### src/rtl/imm_encode_loader_if.sv
// Stream bundle for imm_encode_loader: instruction/immediate input stream
// and the instruction-memory write port.
interface imm_encode_loader_if #(
  parameter int ADDR_W = 32
);
  logic              in_valid;
  logic              in_ready;
  logic [31:0]       in_instr;
  logic [1:0]        in_imm_src;
  logic [31:0]       in_imm;
  logic              mem_we;
  logic              mem_ready;
  logic [ADDR_W-1:0] mem_addr;
  logic [31:0]       mem_wdata;

  // Host/memory side
  modport master (
    output in_valid, in_instr, in_imm_src, in_imm, mem_ready,
    input  in_ready, mem_we, mem_addr, mem_wdata
  );

  // Loader side
  modport slave (
    input  in_valid, in_instr, in_imm_src, in_imm, mem_ready,
    output in_ready, mem_we, mem_addr, mem_wdata
  );
endinterface

### src/rtl/imm_encode_loader.sv
// Packs 32-bit immediates into RISC-V I/S/B/J fields of base instruction words
// and streams the results into instruction memory at consecutive word addresses.
module imm_encode_loader #(
  parameter int ADDR_W = 32,
  parameter int CNT_W  = 16
) (
  input  logic              clk,
  input  logic              rst,
  input  logic              start,
  input  logic [ADDR_W-1:0] base_addr,
  input  logic [CNT_W-1:0]  word_count,
  imm_encode_loader_if.slave bus,
  output logic              busy,
  output logic              done,
  output logic              err,
  output logic [CNT_W-1:0]  err_count
);

  typedef enum logic [1:0] {IDLE, LOAD, DONE} state_t;

  state_t            state, stateNext;
  logic [CNT_W-1:0]  jobCount, acceptedCount, errCount;
  logic [ADDR_W-1:0] memAddr;
  logic [31:0]       memWdata;
  logic              slotFull;
  logic              startJob, accept, drain, lastDrain;
  logic [31:0]       encoded;
  logic              legal;

  assign startJob     = (state == IDLE) && start;
  assign drain        = slotFull && bus.mem_ready;
  assign bus.in_ready = (state == LOAD) && (acceptedCount < jobCount) &&
                        (!slotFull || bus.mem_ready);
  assign accept       = bus.in_valid && bus.in_ready;
  // The last write is a drain with every word already accepted.
  assign lastDrain    = (state == LOAD) && drain && (acceptedCount == jobCount);

  // Immediate packing plus legality: the value must sign-extend from the
  // field width, and B/J targets must be even.
  always_comb begin
    // NOTE: every always_comb output gets a default first so no path can infer a latch.
    encoded = bus.in_instr;
    legal   = 1'b0;
    unique case (bus.in_imm_src)
      2'd0: begin
        encoded[31:20] = bus.in_imm[11:0];
        legal = (&bus.in_imm[31:11]) || !(|bus.in_imm[31:11]);
      end
      2'd1: begin
        encoded[31:25] = bus.in_imm[11:5];
        encoded[11:7]  = bus.in_imm[4:0];
        legal = (&bus.in_imm[31:11]) || !(|bus.in_imm[31:11]);
      end
      2'd2: begin
        encoded[31]    = bus.in_imm[12];
        encoded[30:25] = bus.in_imm[10:5];
        encoded[11:8]  = bus.in_imm[4:1];
        encoded[7]     = bus.in_imm[11];
        legal = ((&bus.in_imm[31:12]) || !(|bus.in_imm[31:12])) && !bus.in_imm[0];
      end
      default: begin
        encoded[31]    = bus.in_imm[20];
        encoded[30:21] = bus.in_imm[10:1];
        encoded[20]    = bus.in_imm[11];
        encoded[19:12] = bus.in_imm[19:12];
        legal = ((&bus.in_imm[31:20]) || !(|bus.in_imm[31:20])) && !bus.in_imm[0];
      end
    endcase
  end

  always_comb begin
    stateNext = state;
    unique case (state)
      IDLE:    if (start) stateNext = (word_count != '0) ? LOAD : DONE;
      LOAD:    if (lastDrain) stateNext = DONE;
      DONE:    stateNext = IDLE;
      default: stateNext = IDLE;
    endcase
  end

  always_ff @(posedge clk) begin
    // NOTE: sequential state uses non-blocking assignments so every register samples pre-edge values.
    if (rst) state <= IDLE;
    else     state <= stateNext;
  end

  always_ff @(posedge clk) begin
    if (rst) begin
      jobCount      <= '0;
      acceptedCount <= '0;
      errCount      <= '0;
      err           <= 1'b0;
      memAddr       <= '0;
      // NOTE: the slot data is reset as well because mem_wdata has a defined reset value.
      memWdata      <= '0;
      slotFull      <= 1'b0;
    end else if (startJob) begin
      jobCount      <= word_count;
      acceptedCount <= '0;
      errCount      <= '0;
      err           <= 1'b0;
      memAddr       <= base_addr & ~ADDR_W'(3);
    end else begin
      if (drain) memAddr <= memAddr + ADDR_W'(4);
      if (accept) begin
        acceptedCount <= acceptedCount + CNT_W'(1);
        memWdata      <= encoded;
        if (!legal) begin
          err <= 1'b1;
          if (errCount != '1) errCount <= errCount + CNT_W'(1);
        end
      end
      // Accept wins over drain so fill-and-drain in one cycle keeps the slot full.
      if (accept)     slotFull <= 1'b1;
      else if (drain) slotFull <= 1'b0;
    end
  end

  assign bus.mem_we    = slotFull;
  assign bus.mem_addr  = memAddr;
  assign bus.mem_wdata = memWdata;
  assign busy          = (state != IDLE);
  assign done          = (state == DONE);
  assign err_count     = errCount;

endmodule

### src/flat_wrapper.sv
// flat-port wrapper written by rule: the top's interface ports become plain ports
module imm_encode_loader_flat 
#(
  parameter int ADDR_W = 32,
  parameter int CNT_W  = 16
)
  (clk, rst, start, base_addr, word_count, busy, done, err, err_count, bus_in_valid, bus_in_instr, bus_in_imm_src, bus_in_imm, bus_mem_ready, bus_in_ready, bus_mem_we, bus_mem_addr, bus_mem_wdata);
  imm_encode_loader_if #(.ADDR_W(ADDR_W)) bus_i ();
  input  logic clk;
  input  logic rst;
  input  logic start;
  input  logic [ADDR_W-1:0] base_addr;
  input  logic [CNT_W-1:0] word_count;
  output logic busy;
  output logic done;
  output logic err;
  output logic [CNT_W-1:0] err_count;
  input wire logic [$bits(bus_i.in_valid)-1:0] bus_in_valid;
  input wire logic [$bits(bus_i.in_instr)-1:0] bus_in_instr;
  input wire logic [$bits(bus_i.in_imm_src)-1:0] bus_in_imm_src;
  input wire logic [$bits(bus_i.in_imm)-1:0] bus_in_imm;
  input wire logic [$bits(bus_i.mem_ready)-1:0] bus_mem_ready;
  output wire logic [$bits(bus_i.in_ready)-1:0] bus_in_ready;
  output wire logic [$bits(bus_i.mem_we)-1:0] bus_mem_we;
  output wire logic [$bits(bus_i.mem_addr)-1:0] bus_mem_addr;
  output wire logic [$bits(bus_i.mem_wdata)-1:0] bus_mem_wdata;
  assign bus_i.in_valid = bus_in_valid;
  assign bus_i.in_instr = bus_in_instr;
  assign bus_i.in_imm_src = bus_in_imm_src;
  assign bus_i.in_imm = bus_in_imm;
  assign bus_i.mem_ready = bus_mem_ready;
  assign bus_in_ready = bus_i.in_ready;
  assign bus_mem_we = bus_i.mem_we;
  assign bus_mem_addr = bus_i.mem_addr;
  assign bus_mem_wdata = bus_i.mem_wdata;
  imm_encode_loader #(.ADDR_W(ADDR_W), .CNT_W(CNT_W)) u_core (.clk(clk), .rst(rst), .start(start), .base_addr(base_addr), .word_count(word_count), .bus(bus_i), .busy(busy), .done(done), .err(err), .err_count(err_count));
endmodule
### config.mk
export PLATFORM = sky130hd
export DESIGN_NAME = imm_encode_loader_flat
export DESIGN_NICKNAME = d
export VERILOG_FILES = /design/src/rtl/imm_encode_loader_if.sv /design/src/rtl/imm_encode_loader.sv /design/src/flat_wrapper.sv
export SDC_FILE = /design/constraint.sdc
export NUM_CORES = 1
export LEC_CHECK = 0
export ABC_AREA = 1
export CAP_MARGIN = 30
export CORE_UTILIZATION = 52
export DETAILED_ROUTE_END_ITERATION = 8
export GPL_ROUTABILITY_DRIVEN = 1
export PLACE_DENSITY = 0.83
export SKIP_CTS_REPAIR_TIMING = 1
export SYNTH_ARGS = -nofsm -noshare
export SYNTH_HDL_FRONTEND = slang
export SYNTH_SLANG_ARGS = --single-unit
export TNS_END_PERCENT = 100
### constraint.sdc
create_clock -name clk -period 5 [get_ports clk]
set_input_delay 0.5 -clock clk [delete_from_list [all_inputs] [get_ports clk]]
set_output_delay 0.5 -clock clk [all_outputs]
set_load 0.005 [all_outputs]
# ---- Yosys cells after proc, flatten, opt, wreduce, memory -nomap -nowiden
# Cells that the tools add are included.
dict set report totals {
  regBits 116
  input_bits 119
  out_inout_bits 85
}
dict set report op_classes {
  n_addsub 3
  magnitude_cmp 1
  n_eq_ne 8
  n_mux 13
  n_bitwise 2
  n_reduce_logical 39
}
# op count
set ops {}
lappend ops {{$mux W32} 2}
lappend ops {{$add A16 B1 Y16 const B} 2}
lappend ops {{$add A32 B3 Y32 const B} 1}
lappend ops {{$reduce_and A21 Y1} 1}
lappend ops {{$reduce_or A21 Y1} 1}
lappend ops {{$pmux W5 S2} 2}
lappend ops {{$reduce_and A20 Y1} 1}
lappend ops {{$reduce_or A20 Y1} 1}
lappend ops {{$eq A16 B16 Y1} 1}
lappend ops {{$lt A16 B16 Y1} 1}
lappend ops {{$ne A16 B16 Y1 const B} 1}
lappend ops {{$reduce_bool A16 Y1} 1}
lappend ops {{$pmux W7 S2} 1}
lappend ops {{$reduce_and A12 Y1} 1}
lappend ops {{$reduce_or A12 Y1} 1}
lappend ops {{$logic_and A1 B1 Y1} 9}
lappend ops {{$mux W8} 1}
lappend ops {{$reduce_and A2 Y1} 4}
lappend ops {{$mux W2} 3}
lappend ops {{$reduce_bool A2 Y1} 3}
lappend ops {{$reduce_or A2 Y1} 3}
lappend ops {{$logic_not A1 Y1} 5}
lappend ops {{$eq A2 B1 Y1 const B} 2}
lappend ops {{$eq A2 B2 Y1 const B} 2}
lappend ops {{10 further kinds} 16}

# ---- Longest topological paths before layout
# Gate-level depths: netlist of the first run.
dict set report depth {
  word_depth 7
  depth_mapped 16
  mapped_depth_nobuf 16
}

# ---- Least setup slack after synthesis of the first run
# Ideal clock, no wire load.
dict set report synth_path {
  path_kind {input to register}
  start {input bus_in_imm_src[0]}
  end {register u_core.errCount[10], in the netlist u_core.err_count[10]}
  setup_time_ns 0.115
  arrival_time_ns 1.734
  required_time_ns 4.885
  path_slack_ns 3.151
  stages 12
  n_path_buf 1
  cell_sequence {inv_1 > ha_1 > nor2_1 > inv_1 > or2_0 > a21oi_1 > nand3_1 > nand2_1 > nor2_2 > buf_4 > a21oi_1 > nor2_1}
}
dict set report synth_between {
  elab_chain_len 5
  elab_cells_between_ends 7
  cone_classes {eq/ne (2); mux (1); bitwise (1); reduce/logical (3)}
}
# item line_no
set synth_rtl {}
lappend synth_rtl {{start: declaration} flat_wrapper.sv:20} ;# input wire logic [$bits(bus_i.in_imm_src)-1:0] bus_in_imm_src;
lappend synth_rtl {{$eq A2 B1 Y1 / $logic_not A2 Y1 (equally long branches)} imm_encode_loader.sv:44} ;# unique case (bus.in_imm_src)
lappend synth_rtl {{$reduce_or A2 Y1 (no source line)} -}
lappend synth_rtl {{$pmux W1 S2 (*)} imm_encode_loader.sv:44}
lappend synth_rtl {{$not A1 Y1 (no source line) (*)} -}
lappend synth_rtl {{$reduce_and A3 Y1 (no source line) (*)} -}
lappend synth_rtl {{end signal: assignment} imm_encode_loader.sv:110} ;# if (errCount != '1) errCount <= errCount + CNT_W'(1);
lappend synth_rtl {{end: declaration} imm_encode_loader.sv:22} ;# logic [CNT_W-1:0] jobCount, acceptedCount, errCount;
# Mark *: on every way between the ends. The rest lies on a longest branch, timed or not.
# A chain may end at the register's enable or synchronous reset.

# ---- Final worst setup path of the first run
dict set report layout_path {
  start {register u_core.acceptedCount[13]}
  end {register u_core.acceptedCount[2]}
}
dict set report layout_between {
  elab_chain_len 4
}
# item line_no
set layout_rtl {}
lappend layout_rtl {{start: declaration} imm_encode_loader.sv:22}
lappend layout_rtl {{start signal: assignment} imm_encode_loader.sv:106} ;# acceptedCount <= acceptedCount + CNT_W'(1);
lappend layout_rtl {{$lt A16 B16 Y1} imm_encode_loader.sv:32} ;# assign bus.in_ready = (state == LOAD) && (acceptedCount < jobCount) &&
lappend layout_rtl {{$logic_and A1 B1 Y1 (2 in series)} imm_encode_loader.sv:32}
lappend layout_rtl {{$logic_and A1 B1 Y1} imm_encode_loader.sv:34} ;# assign accept = bus.in_valid && bus.in_ready;
# No other way between the ends.

==> results of run 1 <==
-- tightest hold or removal path, stage by stage, from the launching register on --
cell and delay (ps):
dfxtp_1 290, inv_1 60, a21oi_1 60
-- Yosys cell counts (5+ instances only) --
library cell	count	area share
buf_2	10	0.0074
nor3_1	27	0.020
o21ai_0	74	0.055
buf_6	6	0.010
o211ai_1	8	0.0089
nand3_1	68	0.050
nand2_1	233	0.13
inv_1	114	0.063
nor2_2	6	0.0055
a21oi_1	103	0.076
xnor2_1	5	0.0065
clkbuf_1	22	0.012
xor2_1	7	0.0091
nor4_1	7	0.0065
nor2_1	100	0.055
a31oi_1	7	0.0065
nand4_1	20	0.018
nor3_2	6	0.0089
nand3b_1	10	0.011
ha_1	23	0.042
dfxtp_1	114	0.34
-- per-layer routing --
| layer | global-route usage | share of wire |
|---|---|---|
| met1 | 0.361 | 0.41 |
| met2 | 0.532 | 0.49 |
| met3 | 0.0893 | 0.075 |
| met4 | 0.126 | 0.024 |
| met5 | 0 | 0 |
-- kinds of logic (layout without fill, tap and decap cells) --
family	Yosys count	in the layout	share of synthesized area
simple gates	497	497	0.331
other cells	1	2	0.000554
xor+xnor	12	12	0.0155
mux	4	4	0.00591
compound gates	211	211	0.168
fa+ha+maj	23	23	0.0425
flops	114	114	0.337
buf+inv	162	349	0.100
-- sequential cells by signal, summed over array words and instances, names as in the netlist --
name and cells:
u_core.acceptedCount 16, u_core.bus.mem_addr 30, u_core.bus.mem_wdata 32, u_core.bus.mem_we 1, u_core.err 1, u_core.err_count 16
u_core.jobCount 16, u_core.state 2
-- through the flow --
step	instance area (sq um)	hold slack (ps)	cells
finish	9310	458	1384
global route	9310	484	1384
CTS	9310	459	1384
detailed placement	8730	452	1353
global placement	8730	449	1353
floorplan	6780	433	1025
-- worst max-delay path by stage --
stage                                                     start                               endpoint  slack, ps  cells after the start
after floorplan                               bus_in_imm_src[0]      u_core.err_count[10]$_SDFFE_PP0P_       3150                     12
after global placement                            bus_mem_ready   u_core.acceptedCount[7]$_SDFFE_PP0P_       1740                      9
after detailed placement                          bus_mem_ready   u_core.acceptedCount[2]$_SDFFE_PP0P_       1660                      9
after CTS                 u_core.acceptedCount[13]$_SDFFE_PP0P_   u_core.acceptedCount[2]$_SDFFE_PP0P_       1970                     10
after global routing           u_core.jobCount[13]$_SDFFE_PP0P_  u_core.acceptedCount[12]$_SDFFE_PP0P_       1710                     11
final                     u_core.acceptedCount[13]$_SDFFE_PP0P_   u_core.acceptedCount[2]$_SDFFE_PP0P_       2020                     10
-- power groups by stage --
stage	logic, mW	clock network [mW]	registers [mW]
finish	0.457	1.19	1.01
global route	0.507	1.24	1.01
CTS	0.457	1.20	1.01
detailed placement	0.452	0	1.02
global placement	0.445	0	1.02
floorplan	0.229	0	1.02
-- final cells by class --
class / instances / area (sq um) / share of cell area
Multi-Input combinational cell: 749 / 3810 / 0.410
Sequential cell: 114 / 2280 / 0.245
Timing Repair Buffer: 199 / 1970 / 0.212
Clock buffer: 21 / 470 / 0.0505
Inverter: 119 / 447 / 0.0480
Tap cell: 172 / 215 / 0.0231
Clock inverter: 10 / 109 / 0.0117
==> metrics.md, run 1 <==
| Metric | Value |
|---|---|
| Worst EP arrival | `3290 ps` |
| Placement row count | `41` |
| Hold Crit Start | `u_core.jobCount[9]$_SDFFE_PP0P_` |
| Vias per inst | `approximately 5.4` |
| CP Data Required Time | `5310 ps` |
| Flops & latches, synth | `114` |
| Unrepaired setup endpoints after global routing | `false` |
| Initial antenna violation count | `0` |
| 1st-iter DRT viols | `567` |
| Via count | `7452` |
| Clock share of power | `0.448` |
| Sequential power share | `0.380` |
| Lkg Pwr | `3.58 nW` |
| CTS sink count | `114` |
| Tmin final | `2980 ps` |
| Slew Limit Fails | `0` |
| Share of flip-flops with an asynchronous set or reset | `0` |
| EDFF count, synth | `0` |
| Reg2reg setup slack | `slightly above 2000 ps` |
| Fmax | `335 MHz` |
| Clock Tree Root | `clkbuf_16` |
| Clk_lat worst skew | `420 ps` |
| Die area | `between 10000 and 15000 sq um` |
| Hold Vio Cnt, Final | `0` |
| Hold depth | `2` |
| Hold Crit Class | `register to register` |
| First-pass GRT wire length | `~33000 um` |
| Starting density of the core | `0.534` |
| CTS Buffer Depth | `2` |
| Vias in the first global route | `just under 7000` |
| Buf/Inv on CP | `2` |
| Synth Flop Type | `dfxtp_1` |
| Max Cap Viol | `0` |
| CTS tree | `yes` |
| Ys Warns | `0` |
| Final GP Congestion | `0.906` |
| Most common cell after layout, fill and taps aside | `nand2_1` |
| Total power | `2.65 mW` |
| Register area share after synthesis | `0.337` |
| DR pass1 iterations | `5` |
| Crit path top cell by count | `nand3_1` |
| Relative slew slack | `0.408` |
| Setup TNS | `0 ps` |
| PD cells | `285 nW/um^2` |
| Overall routing resource usage | `0.309` |
| Crit-path max cell delay | `860 ps` |
| Drt wl/cell | `14.4 um` |
| Yosys cell types | `50` |
| Inserted Clock Buffers | `17` |
| Logic pwr share | `0.173` |
| I/O Pins | `204` |
| Routed WL | `19900 um` |
| Final core utilization | `0.735` |
| # DRC | `0` |
| Cells on worst reg2reg path | `10` |
| Cell Area, Synth | `about 6800 sq um` |
| # port buffers | `192` |
| Measured slew at the worst slew-check pin | `about 880 ps` |
| Skew final | `6.98 ps` |
| CP max stage cell | `inv_2` |
| Ratio of cells with drive above 1 in the final layout | `0.0536` |
| Commonest cells after routing, fill and taps aside | `nand2_1 (233), clkdlybuf4s50_1 (191), inv_1 (114), dfxtp_1 (114), a21oi_1 (103)` |
| Hpwl dp | `14400 um` |
| Fill cell total of the finished layout | `1091` |
| DP Worst Slack | `between 1500 and 2000 ps` |
| Worst setup margin | `between 2000 and 2500 ps` |
| Endpoints failing setup | `0` |
| ANT nets after route | `0` |
| Largest net degree at the start of global routing | `57` |
| Worst vdd ir | `0.312 mV` |
| Area delta synth->final | `37.5%` |
| Int Power | `1.95 mW` |
| Setup Crit Path Kind | `register to register` |
| Reg2Reg Capture Point | `u_core.acceptedCount[2]$_SDFFE_PP0P_` |
| GRT overflow | `0` |
| Crit start category | `register` |
| Worst-path clk slew | `50 ps` |
| Final period util | `0.597` |
| Horiz. Die Dim | `between 100 and 150 um` |
| Status | `completed` |
| Sw frac | `0.263` |
| ANT cells | `0` |
| Worst Hold Path EP | `u_core.jobCount[9]$_SDFFE_PP0P_` |
| RR Startpoint | `u_core.acceptedCount[13]$_SDFFE_PP0P_` |
| Worst-path cell chain | `ha_1 > nand2_1 > inv_1 > o21ai_0 > nand3_1 > nor2_2 > nand3_2 > inv_2 > nand3_1 > and3_1` |
| Crit-path max FO | `between 50 and 60` |
| Sw Pwr | `697 uW` |
| Syn avg cell area | `about 6.6 sq um` |
| Core area | `12700 sq um` |
| Critical path capture point type | `register` |
| Die Span Y | `roughly 120 um` |
| Cells after synthesis | `1024` |
| H-tree Lvls | `4` |
| Final nets | `1342` |
| Delay-heaviest family, CP | `simple AND/OR/NAND/NOR gates` |
(Power assumes the default switching activity.)
==> run 2, diff against run 1 <==
--- a/config.mk
+++ b/config.mk
@@ -7,10 +7,10 @@
 export LEC_CHECK = 0
 export ABC_AREA = 1
 export CAP_MARGIN = 30
-export CORE_UTILIZATION = 52
+export CORE_UTILIZATION = 43
 export DETAILED_ROUTE_END_ITERATION = 8
 export GPL_ROUTABILITY_DRIVEN = 1
-export PLACE_DENSITY = 0.83
+export PLACE_DENSITY = 0.73
 export SKIP_CTS_REPAIR_TIMING = 1
 export SYNTH_ARGS = -nofsm -noshare
 export SYNTH_HDL_FRONTEND = slang
==> constraint.sdc (replaced) <==
create_clock -name clk -period 2.55 [get_ports clk]
set_input_delay 0.255 -clock clk [delete_from_list [all_inputs] [get_ports clk]]
set_output_delay 0.255 -clock clk [all_outputs]
set_load 0.005 [all_outputs]
==> run 2 against run 1 <==
Sequential power rose by 95%. Sequential cell count stayed put. Total power grew 110%. Routed wire length up 3.8%. Worst hold slack got worse by 130 ps. First-iteration DRC count rose by 9.7%. Die area up 21%. Via count decreased by 0.87%. Cell count up 3.8%. Cell area up 2.5%. Clock skew is 1.9 ps higher. Count of clock-buffer cells in the layout up 2. Critical endpoint is now bus_in_ready.
==> metrics.md, run 2 (synthesis results as in run 1) <==
| Metric | Value |
|---|---|
| Status | `completed` |
| I/O Pins | `204` |
| Unrepaired setup endpoints after global routing | `false` |
| Relative slew slack | `0.406` |
| Clock share of power | `0.476` |
| Area of the multi-input gates | `3820 sq um` |
| Hpwl dp | `about 15000 um` |
| Final period util | `0.953` |
| Lkg Pwr | `roughly 3.7 nW` |
| Hold Vio Cnt, Final | `0` |
| Largest net degree at the start of global routing | `56` |
| DP Worst Slack | `105 ps` |
| Logic pwr share | `0.168` |
| Inserted Clock Buffers | `17` |
| Final core utilization | `0.625` |
| Commonest cells after routing, fill and taps aside | `nand2_1 (232), clkdlybuf4s50_1 (191), inv_1 (114), dfxtp_1 (113), a21oi_1 (103)` |
| CP max stage cell | `clkdlybuf4s50_1` |
| GRT overflow | `0` |
| Setup Crit Path Kind | `register to primary output` |
| Sequential power share | `0.357` |
| CTS tree | `yes` |
| ANT nets after route | `0` |
| Fill cell total of the finished layout | `1424` |
| Fmax | `412 MHz` |
| Worst setup margin | `121 ps` |
| Initial antenna violation count | `0` |
| Slew Limit Fails | `0` |
| Core area | `about 15000 sq um` |
| H-tree Lvls | `4` |
| Final GP Congestion | `0.916` |
| Routed WL | `20600 um` |
| Skew final | `8.91 ps` |
| Via count | `around 7400` |
| Max reg flops | `32` |
| Sw frac | `0.256` |
| # DRC | `0` |
| Sw Pwr | `1.42 mW` |
| CTS sink count | `between 100 and 150` |
| Worst-path clk slew | `50 ps` |
| Overall routing resource usage | `0.256` |
| Clk_lat worst skew | `420 ps` |
| Crit-path max FO | `4` |
| Int Power | `slightly above 4 mW` |
| CP Data Required Time | `2300 ps` |
| ANT cells | `0` |
| Setup TNS | `0 ps` |
| Horiz. Die Dim | `roughly 130 um` |
| Worst EP arrival | `approximately 2200 ps` |
| Final nets | `approximately 1400` |
| # port buffers | `192` |
| Sequential Area | `2280 sq um` |
| Hold slack | `324 ps` |
| CTS Buffer Depth | `2` |
| Crit start category | `register` |
| Endpoints failing setup | `0` |
| Placement row count | `45` |
| Worst-path cell chain | `ha_1 > nand2_1 > inv_1 > o21ai_0 > nand3_1 > nor2_2 > and2_1 > clkdlybuf4s50_1` |
| DR pass1 iterations | `5` |
| Area delta synth->final | `40.9%` |
| Crit-path max cell delay | `about 500 ps` |
| Clock Tree Root | `clkbuf_16` |
| Hold Crit Class | `primary input to register` |
| Critical path capture point type | `primary output` |
| Tmin final | `2430 ps` |
| Die area | `16300 sq um` |
| Drt wl/cell | `14.4 um` |
| Max Cap Viol | `0` |
| Worst vdd ir | `0.462 mV` |
| 1st-iter DRT viols | `just over 600` |
| Vias in the first global route | `slightly below 7000` |
| Die Span Y | `127 um` |
| First-pass GRT wire length | `33000 um` |
| PD cells | `between 500 and 600 nW/um^2` |
| Ratio of cells with drive above 1 in the final layout | `0.0661` |
| Measured slew at the worst slew-check pin | `888 ps` |
| Starting density of the core | `0.444` |
| Total power | `5.53 mW` |
| Most common cell after layout, fill and taps aside | `nand2_1` |
| Vias per inst | `5.14` |
## run 2: layout make-up
class | count | share of cell area
multi-input cells | 749 | 0.400
flip-flops and latches | 114 | 0.239
repair buffers | 212 | 0.218
clock buffers | 23 | 0.0522
inverters | 119 | 0.0468
well taps | 211 | 0.0277
clock inverters | 8 | 0.0156
## run 2: worst max-delay path, delay by kind of cell (launching register included)
family	cells	cell delay [ps]
simple gates	4	430
fa+ha+maj	1	310
compound gates	1	150
buf+inv	2	520
flops	1	350
## run 2: per-stage QoR
| stage | area (sq um) | cells |
|---|---|---|
| after floorplan | 6780 | 1025 |
| after global placement | 8880 | 1404 |
| after detailed placement | 8880 | 1404 |
| after CTS | 9530 | 1435 |
| after global routing | 9540 | 1436 |
| final | 9540 | 1436 |
## run 2: metal layers
metal | track usage | wire [um]
met5 | 0 | 0
met4 | 0.100 | 435
met3 | 0.0561 | 1220
met2 | 0.425 | 9930
met1 | 0.322 | 9060
## run 2: power groups by stage
stage / Combinational [mW] / Clock [mW] / Sequential [mW]
finish: 0.926 / 2.63 / 1.97
floorplan: 0.448 / 0 / 2.00
CTS: 0.925 / 2.66 / 1.97
detailed placement: 0.920 / 0 / 2.01
global placement: 0.908 / 0 / 2.01
global route: 1.02 / 2.73 / 1.99
## run 2: worst paths after layout
path                                               from                                     to  slack [ps]  cells after the start
setup reg to reg  u_core.acceptedCount[13]$_SDFFE_PP0P_      u_core.err_count[11]$_SDFFE_PP0P_         260                     12
hold reg to reg         u_core.jobCount[9]$_SDFFE_PP0P_        u_core.jobCount[9]$_SDFFE_PP0P_         460                      2
hold / removal                                      rst  u_core.bus.mem_wdata[31]$_SDFFE_PP0P_         320                      2
setup / recovery  u_core.acceptedCount[13]$_SDFFE_PP0P_                           bus_in_ready         120                      8
==> run 3, diff against run 2 <==
--- a/config.mk
+++ b/config.mk
@@ -10,7 +10,7 @@
 export CORE_UTILIZATION = 43
 export DETAILED_ROUTE_END_ITERATION = 8
 export GPL_ROUTABILITY_DRIVEN = 1
-export PLACE_DENSITY = 0.73
+export PLACE_DENSITY = 0.84
 export SKIP_CTS_REPAIR_TIMING = 1
 export SYNTH_ARGS = -nofsm -noshare
 export SYNTH_HDL_FRONTEND = slang
==> run 3 against run 2 <==
Critical path depth is 4 higher. Clock skew is 1.4 ps lower. First-iteration DRC count is 7.9% lower. Core utilization is 0.25 points lower. Combinational power is 0.5% higher. Via count is 1.9% higher. Highest routed layer unchanged.
==> metrics.md, run 3 (synthesis results as in run 1) <==
| Metric | Value |
|---|---|
| Status | `completed` |
| Final cell count without fillers | `1432` |
| Total power | `5.36 mW` |
| Hpwl dp | `approximately 15000 um` |
| Max Cap Viol | `0` |
| Endpoints failing setup | `0` |
| Max reg flops | `32` |
| Starting density of the core | `0.444` |
| Final period util | `0.888` |
| Lkg Pwr | `3.67 nW` |
| Critical path capture point type | `register` |
| CTS sink count | `114` |
| Final Cell Area | `9500 sq um` |
| First-pass GRT wire length | `33300 um` |
| Hold slack | `between 150 and 200 ps` |
| Tmin final | `between 2000 and 2500 ps` |
| Fmax | `442 MHz` |
| Fill cell total of the finished layout | `1374` |
| Slew Limit Fails | `0` |
| Ratio of cells with drive above 1 in the final layout | `0.0614` |
| ANT cells | `0` |
| Reg2reg setup slack | `~290 ps` |
| Die area | `roughly 16000 sq um` |
| Crit start category | `register` |
| Logic pwr share | `0.174` |
| Worst setup margin | `~290 ps` |
| I/O Pins | `between 200 and 250` |
| Cells on worst reg2reg path | `12` |
| # DRC | `0` |
| Sw Pwr | `between 1 and 1.5 mW` |
| Sequential power share | `0.369` |
| ANT nets after route | `0` |
| Initial antenna violation count | `0` |
| Vias per inst | `5.26` |
| 1st-iter DRT viols | `573` |
| Crit-path max cell delay | `470 ps` |
| Relative slew slack | `0.516` |
| PD cells | `approximately 560 nW/um^2` |
| Most common cell after layout, fill and taps aside | `nand2_1` |
| Crit-path max FO | `13` |
| Hold Vio Cnt, Final | `0` |
| Int Power | `roughly 4 mW` |
| Setup TNS | `0 ps` |
| CP Data Required Time | `2860 ps` |
| Commonest cells after routing, fill and taps aside | `nand2_1 (233), clkdlybuf4s50_1 (190), inv_1 (114), dfxtp_1 (112), a21oi_1 (103)` |
| Core area | `15300 sq um` |
| Final core utilization | `0.623` |
| Sequential Area | `2280 sq um` |
| Dpl cells | `1400` |
| Area of the multi-input gates | `about 3800 sq um` |
| Hold Crit Start | `rst` |
| Overall routing resource usage | `0.257` |
| Hold Crit Class | `primary input to register` |
| Measured slew at the worst slew-check pin | `724 ps` |
| # port buffers | `between 150 and 200` |
| Setup Crit Path Kind | `register to register` |
| Area delta synth->final | `40.3%` |
| DP Worst Slack | `roughly 120 ps` |
| DR pass1 iterations | `5` |
| Placed cell area | `a little under 9000 sq um` |
| Via count | `7527` |
| Inserted Clock Buffers | `17` |
| Worst-path clk slew | `50 ps` |
| Worst Hold Path EP | `u_core.bus.mem_wdata[6]$_SDFFE_PP0P_` |
| Reg2Reg Capture Point | `u_core.err_count[13]$_SDFFE_PP0P_` |
| CP max stage cell | `nor2_2` |
| Worst vdd ir | `0.465 mV` |
| GRT overflow | `0` |
| Unrepaired setup endpoints after global routing | `false` |
| RR Startpoint | `u_core.acceptedCount[13]$_SDFFE_PP0P_` |
| Skew final | `7.46 ps` |
| Routed WL | `20600 um` |
| Final nets | `1351` |
| Hold depth | `2` |
| Clk_lat worst skew | `420 ps` |
| Sw frac | `0.254` |
| Worst-path cell chain | `ha_1 > nand2_1 > inv_1 > o21ai_0 > nand3_1 > nor2_2 > buf_4 > nand3_2 > nor2_2 > nand3_1 > nand2_1 > nor2_1` |
| CTS tree | `yes` |
| Horiz. Die Dim | `127 um` |
| Drt wl/cell | `14.4 um` |
| Largest net degree at the start of global routing | `49` |
| Die Span Y | `127 um` |
| Clock share of power | `0.458` |
| Clock Tree Root | `clkbuf_16` |
| Placement row count | `45` |
| H-tree Lvls | `4` |
| Vias in the first global route | `6935` |
| CTS Buffer Depth | `2` |
| Final GP Congestion | `roughly 0.95` |
| Worst EP arrival | `2570 ps` |
==> run 3: changes by cell type in the layout (fill, tap and decap cells not counted), moves of 2 or more <==
| cell | delta |
|---|---|
| clkbuf_8 | +3 |
| buf_12 | +2 |
| bufinv_16 | -2 |
| clkinvlp_4 | -2 |
| clkbuf_1 | +2 |
| buf_4 | -6 |
==> run 3: worst max-delay path by stage <==
stage	end	slack, ps	start	cells past startpoint
2_1_floorplan	u_core.err_count[13]$_SDFFE_PP0P_	750	u_core.acceptedCount[13]$_SDFFE_PP0P_	12
6_report	u_core.err_count[13]$_SDFFE_PP0P_	290	u_core.acceptedCount[13]$_SDFFE_PP0P_	12
5_1_grt	u_core.err_count[13]$_SDFFE_PP0P_	80	u_core.acceptedCount[13]$_SDFFE_PP0P_	13
3_3_place_gp	u_core.err_count[2]$_SDFFE_PP0P_	190	bus_in_imm_src[0]	12
3_5_place_dp	u_core.err_count[2]$_SDFFE_PP0P_	120	bus_in_imm_src[0]	12
4_1_cts	bus_in_ready	30	u_core.acceptedCount[13]$_SDFFE_PP0P_	8
==> run 3: power groups by stage <==
stage | combinational (mW) | clock (mW) | sequential (mW)
6_report | 0.931 | 2.45 | 1.97
5_1_grt | 1.03 | 2.56 | 1.99
4_1_cts | 0.925 | 2.48 | 1.97
3_5_place_dp | 0.916 | 0 | 2.01
3_3_place_gp | 0.901 | 0 | 2.01
2_1_floorplan | 0.448 | 0 | 2.00
==> run 3: metal layers <==
| metal | GRT usage | vias to the layer above | routed length [um] |
|---|---|---|---|
| met5 | 0 | - | 0 |
| met4 | 0.133 | 0 | 756 |
| met3 | 0.0616 | 65 | 1440 |
| met2 | 0.408 | 290 | 9330 |
| met1 | 0.324 | 3411 | 9110 |
| li1 | - | 3761 | - |
==> run 3: cell type report <==
cell class              count  area share
flip-flops and latches    114       0.240
repair buffers            208       0.219
clock buffers              28      0.0575
well taps                 211      0.0278
clock inverters             3     0.00685
inverters                 119      0.0470
multi-input cells         749       0.402
==> run 3: worst max-delay path: cells and delay by family (launching register included) <==
| family | cells | cell delay (ps) |
|---|---|---|
| buffers and inverters | 2 | 140 |
| AOI/OAI and AO/OA | 1 | 130 |
| and+or+nand+nor | 8 | 1220 |
| DFF | 1 | 340 |
| adders and majority gates | 1 | 310 |
